===== config.mk =====
export PLATFORM = sky130hd
export DESIGN_NAME = irq_prio_ctrl
export DESIGN_NICKNAME = d
export VERILOG_FILES = /design/src/rtl/irq_prio_ctrl_pkg.sv /design/src/rtl/irq_prio_ctrl_enc.sv /design/src/rtl/irq_prio_ctrl.sv
export SDC_FILE = /design/constraint.sdc
export NUM_CORES = 1
export LEC_CHECK = 0
export BUFFER_PORTS_ARGS = -buffer_cell sky130_fd_sc_hd__buf_2
export CAP_MARGIN = 20
export CORE_UTILIZATION = 35
export CTS_BUF_LIST = sky130_fd_sc_hd__clkbuf_8
export DETAILED_ROUTE_END_ITERATION = 7
export HOLD_SLACK_MARGIN = 0.12
export SETUP_SLACK_MARGIN = 0.3
export SYNTH_ARGS = -nofsm -noshare
export SYNTH_HDL_FRONTEND = slang
export SYNTH_HIERARCHICAL = 1
export SYNTH_SLANG_ARGS = --single-unit

===== constraint.sdc =====
create_clock -name clk -period 1.65 [get_ports clk]
set_input_delay 0.4125 -clock clk [delete_from_list [all_inputs] [get_ports clk]]
set_output_delay 0.4125 -clock clk [all_outputs]
set_load 0.05 [all_outputs]

===== src/rtl/irq_prio_ctrl_pkg.sv =====
// Shared constants and FSM state encoding for the interrupt priority controller.
package irq_pkg;
    localparam int N_REQ = 8;
    localparam int IDX_W = 3;

    typedef enum logic [1:0] {
        IDLE    = 2'd0,
        OFFER   = 2'd1,
        SERVICE = 2'd2
    } state_t;
endpackage


===== src/rtl/irq_prio_ctrl_enc.sv =====
// 8-input highest-index priority encoder; bit 7 wins. Zero input gives idx=0, any=0.
module prio_enc8
    import irq_pkg::*;
(
    input  logic [N_REQ-1:0] vec,
    output logic [IDX_W-1:0] idx,
    output logic             any
);
    always_comb begin
        idx = '0;
        for (int i = 0; i < N_REQ; i++) begin
            if (vec[i]) idx = IDX_W'(i);
        end
        any = |vec;
    end
endmodule


===== src/rtl/irq_prio_ctrl.sv =====
// Interrupt request controller: sync, pending capture, masking, and a
// valid/ready offer of the highest pending index held until end-of-interrupt.
module irq_prio_ctrl #(
    parameter int N_REQ       = 8,
    parameter bit EDGE_MODE   = 1'b1,
    parameter int SYNC_STAGES = 2
) (
    input  logic                      clk,
    input  logic                      rst,
    input  logic [N_REQ-1:0]          req,
    input  logic [N_REQ-1:0]          mask,
    output logic                      irq_valid,
    output logic [irq_pkg::IDX_W-1:0] irq_idx,
    input  logic                      irq_ready,
    input  logic                      eoi,
    output logic                      busy,
    output logic [N_REQ-1:0]          pending
);
    import irq_pkg::*;

    logic [SYNC_STAGES-1:0][N_REQ-1:0] sync_q;
    logic [N_REQ-1:0]                  req_s;
    logic [N_REQ-1:0]                  req_prev;
    logic [N_REQ-1:0]                  set_v;
    logic [N_REQ-1:0]                  clr_v;
    logic [N_REQ-1:0]                  cand;
    logic [IDX_W-1:0]                  enc_idx;
    logic                              enc_any;
    logic                              accept;

    state_t           state_q, state_d;
    logic [IDX_W-1:0] idx_q, idx_d;

    // Request synchroniser: stage 0 samples the raw pins.
    always_ff @(posedge clk or posedge rst) begin
        if (rst) begin
            sync_q   <= '0;
            req_prev <= '0;
        end else begin
            sync_q   <= {sync_q[SYNC_STAGES-2:0], req};
            req_prev <= req_s;
        end
    end

    assign req_s = sync_q[SYNC_STAGES-1];

    generate
        if (EDGE_MODE) begin : g_edge
            assign set_v = req_s & ~req_prev;
        end else begin : g_level
            assign set_v = req_s;
        end
    endgenerate

    assign accept = (state_q == OFFER) && irq_ready;
    assign clr_v  = accept ? (N_REQ'(1) << idx_q) : '0;

    // Set is applied after clear so a same-cycle new event is never lost.
    always_ff @(posedge clk or posedge rst) begin
        if (rst) pending <= '0;
        else     pending <= (pending & ~clr_v) | set_v;
    end

    assign cand = pending & mask;

    prio_enc8 u_enc (
        .vec (cand),
        .idx (enc_idx),
        .any (enc_any)
    );

    always_ff @(posedge clk or posedge rst) begin
        if (rst) begin
            state_q <= IDLE;
            idx_q   <= '0;
        end else begin
            state_q <= state_d;
            idx_q   <= idx_d;
        end
    end

    // The index is latched on entry to OFFER and held through SERVICE.
    always_comb begin
        state_d = state_q;
        idx_d   = idx_q;
        case (state_q)
            IDLE: begin
                if (enc_any) begin
                    state_d = OFFER;
                    idx_d   = enc_idx;
                end
            end
            OFFER: begin
                if (irq_ready) state_d = SERVICE;
            end
            SERVICE: begin
                if (eoi) state_d = IDLE;
            end
            default: state_d = IDLE;
        endcase
    end

    assign irq_valid = (state_q == OFFER);
    assign busy      = (state_q == SERVICE);
    assign irq_idx   = idx_q;
endmodule


==> key figures, run 1 <==
Status
  • Status: completed

Worst setup path
  • R2R Setup Slk: ~0.21 ns
  • CP top delay family: flip-flops
  • Worst R2R Start: pending[4]
  • CP Capture Point: busy
  • Crit path launch: state_q[0]
  • Worst setup path category: reg -> out
  • Worst r2r dst: irq_idx[1]
  • WP data required: 1.24 ns
  • Critical Path Slowest Stage Cell: dfrtp_2
  • CP Buf/Inv Count: 1
  • Critical-path cell list: and2b_1 -> buf_6
  • WP depth: 2
  • Worst setup SP type: flip-flop
  • R2R depth: 5
  • Worst stage delay on the critical path: 0.41 ns
  • WP data arrival: 1.07 ns
  • Worst setup EP type: output pin
  • Critical Path Fanout Max: 3

Synth
  • Cells after Synth: a little under 100
  • Register area share after synthesis: 71.3%
  • Post-synth top area cell: dfrtp_1
  • Synth top cells by count: dfrtp_1, inv_1, o21ai_0
  • Netlist cell types: 22
  • Synth Register Bits: 37
  • Top cell type's share of synthesized area: 71.3%
  • Post-synthesis cell area: 1300 µm²
  • Number of flops mapped to enable cells by yosys: 0
  • Most common cell in the netlist: dfrtp_1
  • Ranking of synthesized cells by area: dfrtp_1, o21ai_0, and2_1
  • Ys async rst share: 100%
  • Ys flop type: dfrtp_1
  • Syn. warnings: 6
  • Avg Cell Area, Syn: about 13 µm²
  • Syn nets: around 120

GRT
  • Total gr overflow: 0
  • Global Route Usage Sum: 14.0%
  • Number of global-route vias before repair: between 900 and 1000
  • First-pass GRT wire length: 4.10 mm
  • Initial antenna violation count: 0
  • Largest net degree at the start of global routing: 38

Placed design
  • RD Place Congestion: roughly 0.76
  • Placed cells: 177
  • Post-detail-place hpwl: 1.57 mm
  • PortBufs: 32

Clock tree
  • Worst-Skew Late Latency: about 0.28 ns
  • CTS Hold Bufs: 0
  • CTS tree: built
  • Clock Path Buffers: 2
  • Num CTS Buffers: 5
  • H-tree Lvls: 2
  • Clk slew on worst S/H paths: 0.07 ns
  • Clock sinks: 37
  • Root buf cell: clkbuf_8

STA
  • Post-route setup TNS: 0 ns
  • Max Slew Vio Count: 0
  • Worst-margin pin slew: 0.449 ns
  • Final hold slack: 0.222 ns
  • Worst Skew: 0.00357 ns
  • Slew headroom: 70.1%
  • Fmax: 673 MHz
  • Period utilisation layout: 90.1%
  • Tmin final: between 1 and 1.5 ns
  • Hold Vio Cnt, Final: 0
  • RSZ-0062 raised after global routing: true
  • Final setup fails: 0

Flow run
  • Number of max-cap violations: 0

Power and ir drop
  • Pleak: 0.917 nW
  • PnR Total Power: 3.38 mW
  • Power per cell area: 1720 nW/µm²
  • Max VDD drop: 0.000966 V

Drt
  • Routed len/inst: 12.6 µm
  • DR vias/cell: 4.51
  • Detail Route Antenna Nets: 0
  • DRT Wirelength: 2.58 mm
  • Via count: 924
  • DRC violations left: 0
  • DRT Pass-1 Iters: 3
  • Starting DRT DRC Count: 40

Layout
  • Utilization after layout: 57.1%
  • Post-Layout Cell Count: 205
  • Layout area overhead: 51.3%
  • Number of diodes: 0
  • Final #Nets: 178
  • Share of cells above drive strength 1: 61.0%

Floorplanning
  • DIE WIDTH: 62.9 µm
  • Die area: a little under 4000 µm²
  • I/O pins: 33
  • Core ar.: between 3000 and 4000 µm²
  • Initial core utilization: 37.7%
  • Row cnt: 21
  • Die Span Y: ~63 µm

Hold path
  • HP Class: in -> async
==> per-layer routing <==
metal / vias up / share of wire [%] / wire length (µm) / GRT usage (%)
li1: 443 / - / - / -
met1: 440 / 40 / 1030 / 15.5
met2: 31 / 51 / 1330 / 22.8
met3: 10 / 4.8 / 123 / 4.01
met4: 0 / 3.6 / 93 / 9.88
met5: - / 0 / 0 / 0
==> worst min-delay path: cells and delay by family <==
kind,cells,cell delay [ns]
buf+inv,3,0.52
==> cells by family (layout without fill, tap and decap cells) <==
logic type	Yosys count	after routing	share of synthesized area, %
buffers and inverters	13	74	3.76
AND/OR/NAND/NOR	23	23	11.8
AO/OA/AOI/OAI	21	21	9.83
multiplexers	4	4	3.37
flip-flops	37	37	71.3
==> area by class of cell <==
cell class                 count  area [µm²]
clock buffer                   6        82.6
clock inverter                 2        37.5
fill                         277        1480
inverter                      13        48.8
multi-input combinational     48         414
sequential                    37         942
tap                           46        57.6
timing repair buffer          53         382
==> what timing repair did <==
action	CTS	global route
cloned	0	0
pin swaps	6	4
endpoints found under the setup margin	8	19
buffers inserted	13	7
resized for setup	24	27
==> sequential cells by signal, summed over array words and instances, names as in the netlist <==
name	count
pending	8
req_prev	8
req_s	8
sync_q	8
irq_idx	3
state_q	2
==> cell usage in the layout, fill, tap and decap left out, types with 2 or more instances in the layout <==
cell and instances:
buf_4 25, dfrtp_1 24, buf_2 20, dfrtp_2 13
inv_1 12, o21ai_0 11, and2_4 8, clkbuf_8 6
buf_6 5, o21ai_1 3, mux2_4 3, nor2_4 3
nand2b_1 2, o31ai_2 2, nand2_1 2, o31ai_1 2
buf_8 2
==> per-stage QoR <==
step,setup WS [ns],area [µm²]
after floorplan,0.109,1330
after global placement,0.141,1550
after detailed placement,0.0634,1550
after CTS,0.147,1840
after global routing,0.133,1960
final,0.164,1960
==> worst min path at each step <==
stage	endpoint	slack, ns
floorplan	req_s[0]	0.33
global placement	req_s[4]	0.33
detailed placement	req_s[2]	0.33
CTS	sync_q[5]	0.22
global route	sync_q[2]	0.22
finish	sync_q[4]	0.22
==> where the power goes <==
part           internal [mW]  switching [mW]
Clock                  0.491           0.306
Combinational          0.645           0.794
Sequential              1.06          0.0845
Total                   2.20            1.18
Power figures use the tool's default switching activity.
==> run 2: changes to the inputs <==
--- a/config.mk
+++ b/config.mk
@@ -7,10 +7,13 @@
 export LEC_CHECK = 0
 export BUFFER_PORTS_ARGS = -buffer_cell sky130_fd_sc_hd__buf_2
 export CAP_MARGIN = 20
+export CELL_PAD_IN_SITES_DETAIL_PLACEMENT = 0
+export CELL_PAD_IN_SITES_GLOBAL_PLACEMENT = 1
 export CORE_UTILIZATION = 35
 export CTS_BUF_LIST = sky130_fd_sc_hd__clkbuf_8
 export DETAILED_ROUTE_END_ITERATION = 7
 export HOLD_SLACK_MARGIN = 0.12
+export PLACE_DENSITY_LB_ADDON = 0.1
 export SETUP_SLACK_MARGIN = 0.3
 export SYNTH_ARGS = -nofsm -noshare
 export SYNTH_HDL_FRONTEND = slang
==> key figures, run 2 (synthesis gave the netlist of run 1 again) <==
Status
  • Status: completed

Clock tree
  • H-tree Lvls: 2
  • CTS tree: built
  • Root buf cell: clkbuf_8
  • Num CTS Buffers: 5
  • Clock Path Buffers: 2
  • Clock sinks: 37
  • Worst-Skew Late Latency: a little under 0.3 ns
  • Clk slew on worst S/H paths: around 0.070 ns

GRT
  • GRT met3 Usage: about 6%
  • GRT busiest layer: met2
  • Met1 Track Usage GR: 14.5%
  • Global Route Usage Sum: a little over an eighth
  • Initial antenna violation count: 0
  • Number of global-route vias before repair: 805
  • Met2 Use GR: 20.7%
  • First-pass GRT wire length: 3.65 mm
  • Largest net degree at the start of global routing: 38
  • Total gr overflow: 0

Placed design
  • PortBufs: 32
  • Post-detail-place hpwl: between 1.5 and 2 mm
  • RD Place Congestion: between 0.7 and 0.8
  • DP Area: 1550 µm²
  • Placed cells: 177

Drt
  • DRC violations left: 0
  • Detail Route Antenna Nets: 0
  • Routed len/inst: 11.9 µm
  • DRT Pass-1 Iters: 4
  • DR vias/cell: 4.47
  • DRT Wirelength: 2.32 mm
  • Via count: 868
  • Starting DRT DRC Count: 15

Worst setup path
  • Worst setup EP type: output pin
  • Critical Path Fanout Max: 3
  • Worst R2R Start: pending[4]
  • Worst stage delay on the critical path: 0.40 ns
  • WP data arrival: 1.07 ns
  • Crit path launch: state_q[0]
  • Worst setup SP type: flip-flop
  • WP data required: 1.24 ns
  • Worst setup path category: reg -> out
  • Critical-path cell list: and2b_1 -> buf_6
  • Critical Path Slowest Stage Cell: dfrtp_2
  • R2R Setup Slk: 0.21 ns

Layout
  • Layout area overhead: 40.8%
  • Commonest non-fill, non-tap cells in the layout: dfrtp_1, buf_2, buf_4
  • Post-Layout Cell Count: 194
  • Number of diodes: 0
  • Utilization after layout: 53.1%
  • Fin area: approximately 1800 µm²
  • Share of cells above drive strength 1: 57.4%
  • Final #Nets: 167
  • FILL cells: 304
  • Most common cell after layout, fill and taps aside: dfrtp_1

STA
  • Hold Vio Cnt, Final: 0
  • RSZ-0062 raised after global routing: true
  • Fmax: approximately 670 MHz
  • Max Slew Vio Count: 0
  • Period utilisation layout: 90.1%
  • Worst Skew: 0.00319 ns
  • Final setup fails: 0
  • Worst-margin pin slew: about 0.45 ns
  • Post-route setup TNS: 0 ns
  • Slew headroom: 70.0%
  • Final hold slack: between 0.2 and 0.25 ns
  • Tmin final: approximately 1.5 ns

Floorplanning
  • I/O pins: 33
  • Row cnt: 21
  • Die area: 3960 µm²
  • Core ar.: 3440 µm²
  • DIE WIDTH: about 63 µm
  • Initial core utilization: about 38%
  • Die Span Y: 62.9 µm

Flow run
  • Number of max-cap violations: 0

Power and ir drop
  • Power per cell area: 1660 nW/µm²
  • Pleak: about 0.84 nW
  • Max VDD drop: 0.000665 V

Hold path
  • HP Class: in -> async
## run 2: cell types whose count changed in the layout (fill, tap and decap cells not counted), sizes merged
| cell | before | now |
|---|---|---|
| inv | 13 | 14 |
| clkinv | 0 | 1 |
| buf | 52 | 42 |
| bufinv | 1 | 0 |
| clkbuf | 7 | 5 |
## run 2: what timing repair did
item	in CTS	in global routing
gates cloned	0	0
pin swaps	11	2
resized for setup	30	13
endpoints found under the setup margin	12	13
setup buffers	7	2
hold buffers	0	0
## run 2: area by class of cell
| cell class | count | area [µm²] | share of cell area [%] |
|---|---|---|---|
| well taps | 46 | 57.6 | 3.15 |
| inverters | 13 | 48.8 | 2.67 |
| multi-input cells | 48 | 405 | 22.2 |
| repair buffers | 42 | 287 | 15.7 |
| clock inverters | 3 | 21.3 | 1.16 |
| flip-flops and latches | 37 | 941 | 51.4 |
| clock buffers | 5 | 68.8 | 3.76 |
## run 2: metal layers
metal | wire (µm) | share of wire [%] | vias to the layer above
met4 | 51 | 2.2 | 0
met1 | 966 | 42 | 419
met2 | 1190 | 51 | 22
li1 | - | - | 421
met5 | 0 | 0 | -
met3 | 112 | 4.8 | 6
## run 2: path summary, 6_finish.rpt
kind	to	cells past startpoint
setup / recovery	busy	2
hold / removal	sync_q[0]	3
setup reg to reg	irq_idx[1]	5
hold reg to reg	req_s[5]	0
max in group asynchronous	irq_idx[0]	3
min in group clk	sync_q[7]	1
## run 2: power breakdown
part | internal, mW | switching (mW) | total [mW]
Clock | 0.299 | 0.331 | 0.630
Combinational | 0.542 | 0.722 | 1.26
Sequential | 1.06 | 0.0876 | 1.15
## run 2: through the flow
stage,total power [mW],setup WS (ns)
finish,3.04,0.163
global route,3.20,0.0991
CTS,3.02,0.154
detailed placement,2.12,0.0759
global placement,2.11,0.134
floorplan,1.89,0.109
## run 2: worst max-delay path: cells and delay by family (launching register included)
kind / cells / cell delay (ns)
buffers and inverters: 1 / 0.16
flip-flops: 1 / 0.40
AND/OR/NAND/NOR: 1 / 0.22
==> run 3: changes to the inputs <==
==> constraint.sdc (replaced) <==
create_clock -name clk -period 1.65 [get_ports clk]
set_input_delay 0.4125 -clock clk [delete_from_list [all_inputs] [get_ports clk]]
set_output_delay 0.4125 -clock clk [all_outputs]
set_load 0.005 [all_outputs]
==> key figures, run 3 (synthesis gave the netlist of run 1 again) <==
Layout
  • FILL cells: roughly 320
  • Storage element area: 928 µm²
  • Share of cells above drive strength 1: about 53%
  • Most common cell after layout, fill and taps aside: dfrtp_1
  • Fin area: around 1800 µm²
  • Commonest non-fill, non-tap cells in the layout: dfrtp_1, buf_2, buf_4, inv_1, o21ai_0
  • Layout area overhead: 41.9%
  • Utilization after layout: 53.5%
  • Post-Layout Cell Count: 203
  • Final #Nets: 177
  • Footprint of the multi-input gates: 402 µm²
  • Number of diodes: 0

Power and ir drop
  • Max VDD drop: between 0.0007 and 0.0008 V
  • Power per cell area: 1430 nW/µm²
  • PnR Total Power: roughly 2.6 mW
  • Pleak: 0.875 nW

Clock tree
  • Clk slew on worst S/H paths: 0.07 ns
  • Worst-Skew Late Latency: between 0.2 and 0.3 ns
  • H-tree Lvls: 2
  • Root buf cell: clkbuf_8
  • Num CTS Buffers: 5
  • Clock sinks: 37
  • CTS tree: built
  • CTS Hold Bufs: 0
  • Clock Path Buffers: 2

Worst setup path
  • WP data arrival: 1.59 ns
  • WP data required: 1.82 ns
  • R2R Setup Slk: about 0.23 ns
  • Worst setup EP type: flip-flop
  • Worst stage delay on the critical path: about 0.37 ns
  • Worst setup path category: reg -> reg
  • Critical Path Fanout Max: 3
  • Worst setup SP type: flip-flop
  • Critical-path cell list: and2_4 -> nor2_4 -> nand4_1 -> nor3b_4 -> mux2_4
  • Critical Path Slowest Stage Cell: dfrtp_1

Drt
  • Detail Route Antenna Nets: 0
  • Starting DRT DRC Count: 30
  • Met2 wire len: roughly 1.3 mm
  • Routed length on met3: 104 µm
  • DRC violations left: 0
  • Met1 wire length: 980 µm
  • DR vias/cell: 4.39
  • DRT Wirelength: around 2.4 mm
  • DRT Pass-1 Iters: 2
  • DR top layer: met4
  • Via count: 891
  • Routed len/inst: 12.0 µm

Placed design
  • DP Worst Slack: 0.0758 ns
  • PortBufs: 32
  • RD Place Congestion: roughly 0.76
  • DP Area: 1540 µm²
  • Placed cells: 177
  • Post-detail-place hpwl: 1.61 mm

STA
  • Period utilisation layout: 86.1%
  • RSZ-0062 raised after global routing: true
  • Hold Vio Cnt, Final: 0
  • Final hold slack: 0.224 ns
  • Post-route setup TNS: 0 ns
  • Max Slew Vio Count: 0
  • Final setup fails: 0
  • Slew headroom: 70.2%
  • PnR worst setup slack: 0.229 ns
  • Worst Skew: 0.00702 ns
  • Fmax: 704 MHz
  • Tmin final: 1.42 ns
  • Worst-margin pin slew: 0.447 ns

GRT
  • First-pass GRT wire length: 3.97 mm
  • Number of global-route vias before repair: a little over 900
  • Largest net degree at the start of global routing: 38
  • Total gr overflow: 0
  • Initial antenna violation count: 0
  • Global Route Usage Sum: 13.5%

Floorplanning
  • Core ar.: 3440 µm²
  • DIE WIDTH: about 63 µm
  • Row cnt: 21
  • I/O pins: 33
  • Initial core utilization: 37.7%
  • Die Span Y: 62.9 µm
  • Die area: 3960 µm²

Flow run
  • Number of max-cap violations: 0

Status
  • Status: completed

Hold path
  • HP Class: in -> async
run 3: cell count changes in the layout (fill, tap and decap cells not counted), sizes merged:
cell and change:
buf +10, clkinvlp -1, clkbuf +1, clkinv -1
run 3: critical path, delay by kind of cell, from the launching register on:
| kind | cells | cell delay [ns] |
|---|---|---|
| multiplexers | 1 | 0.33 |
| AND/OR/NAND/NOR | 4 | 0.61 |
| flip-flops | 1 | 0.37 |
run 3: repair_timing:
item | in CTS | in global routing
endpoints found under the setup margin | 5 | 19
setup buffers | 16 | 3
pin swaps | 8 | 6
gates resized for setup | 13 | 10
run 3: layout make-up:
type	count	area share [%]
Sequential cell	37	50.4
Multi-Input combinational cell	48	21.8
Timing Repair Buffer	52	17.4
Clock buffer	6	4.48
Tap cell	46	3.12
Inverter	13	2.65
Clock inverter	1	0.204
run 3: path summary, 6_finish.rpt:
| check | endpoint | cells after the start | from |
|---|---|---|---|
| min in group clk | sync_q[2] | 1 | req[2] |
| worst min-delay path | irq_idx[2] | 3 | rst |
| worst max register to register | irq_idx[1] | 5 | pending[7] |
| worst max-delay path | irq_idx[1] | 5 | pending[7] |
| max in group asynchronous | state_q[0] | 3 | rst |
| worst min register to register | req_s[1] | 0 | sync_q[1] |
run 3: layer usage:
layer	vias to the layer above	GRT usage, %
li1	441	-
met1	430	14.3
met2	18	24.5
met3	2	5.11
met4	0	4.36
met5	-	0
run 3: where the power goes:
part	leakage (nW)	total [mW]	switching [mW]	internal, mW
registers	0.406	1.17	0.124	1.05
logic	0.421	0.868	0.351	0.518
clock network	0.0485	0.602	0.278	0.324
total	0.875	2.64	0.753	1.89
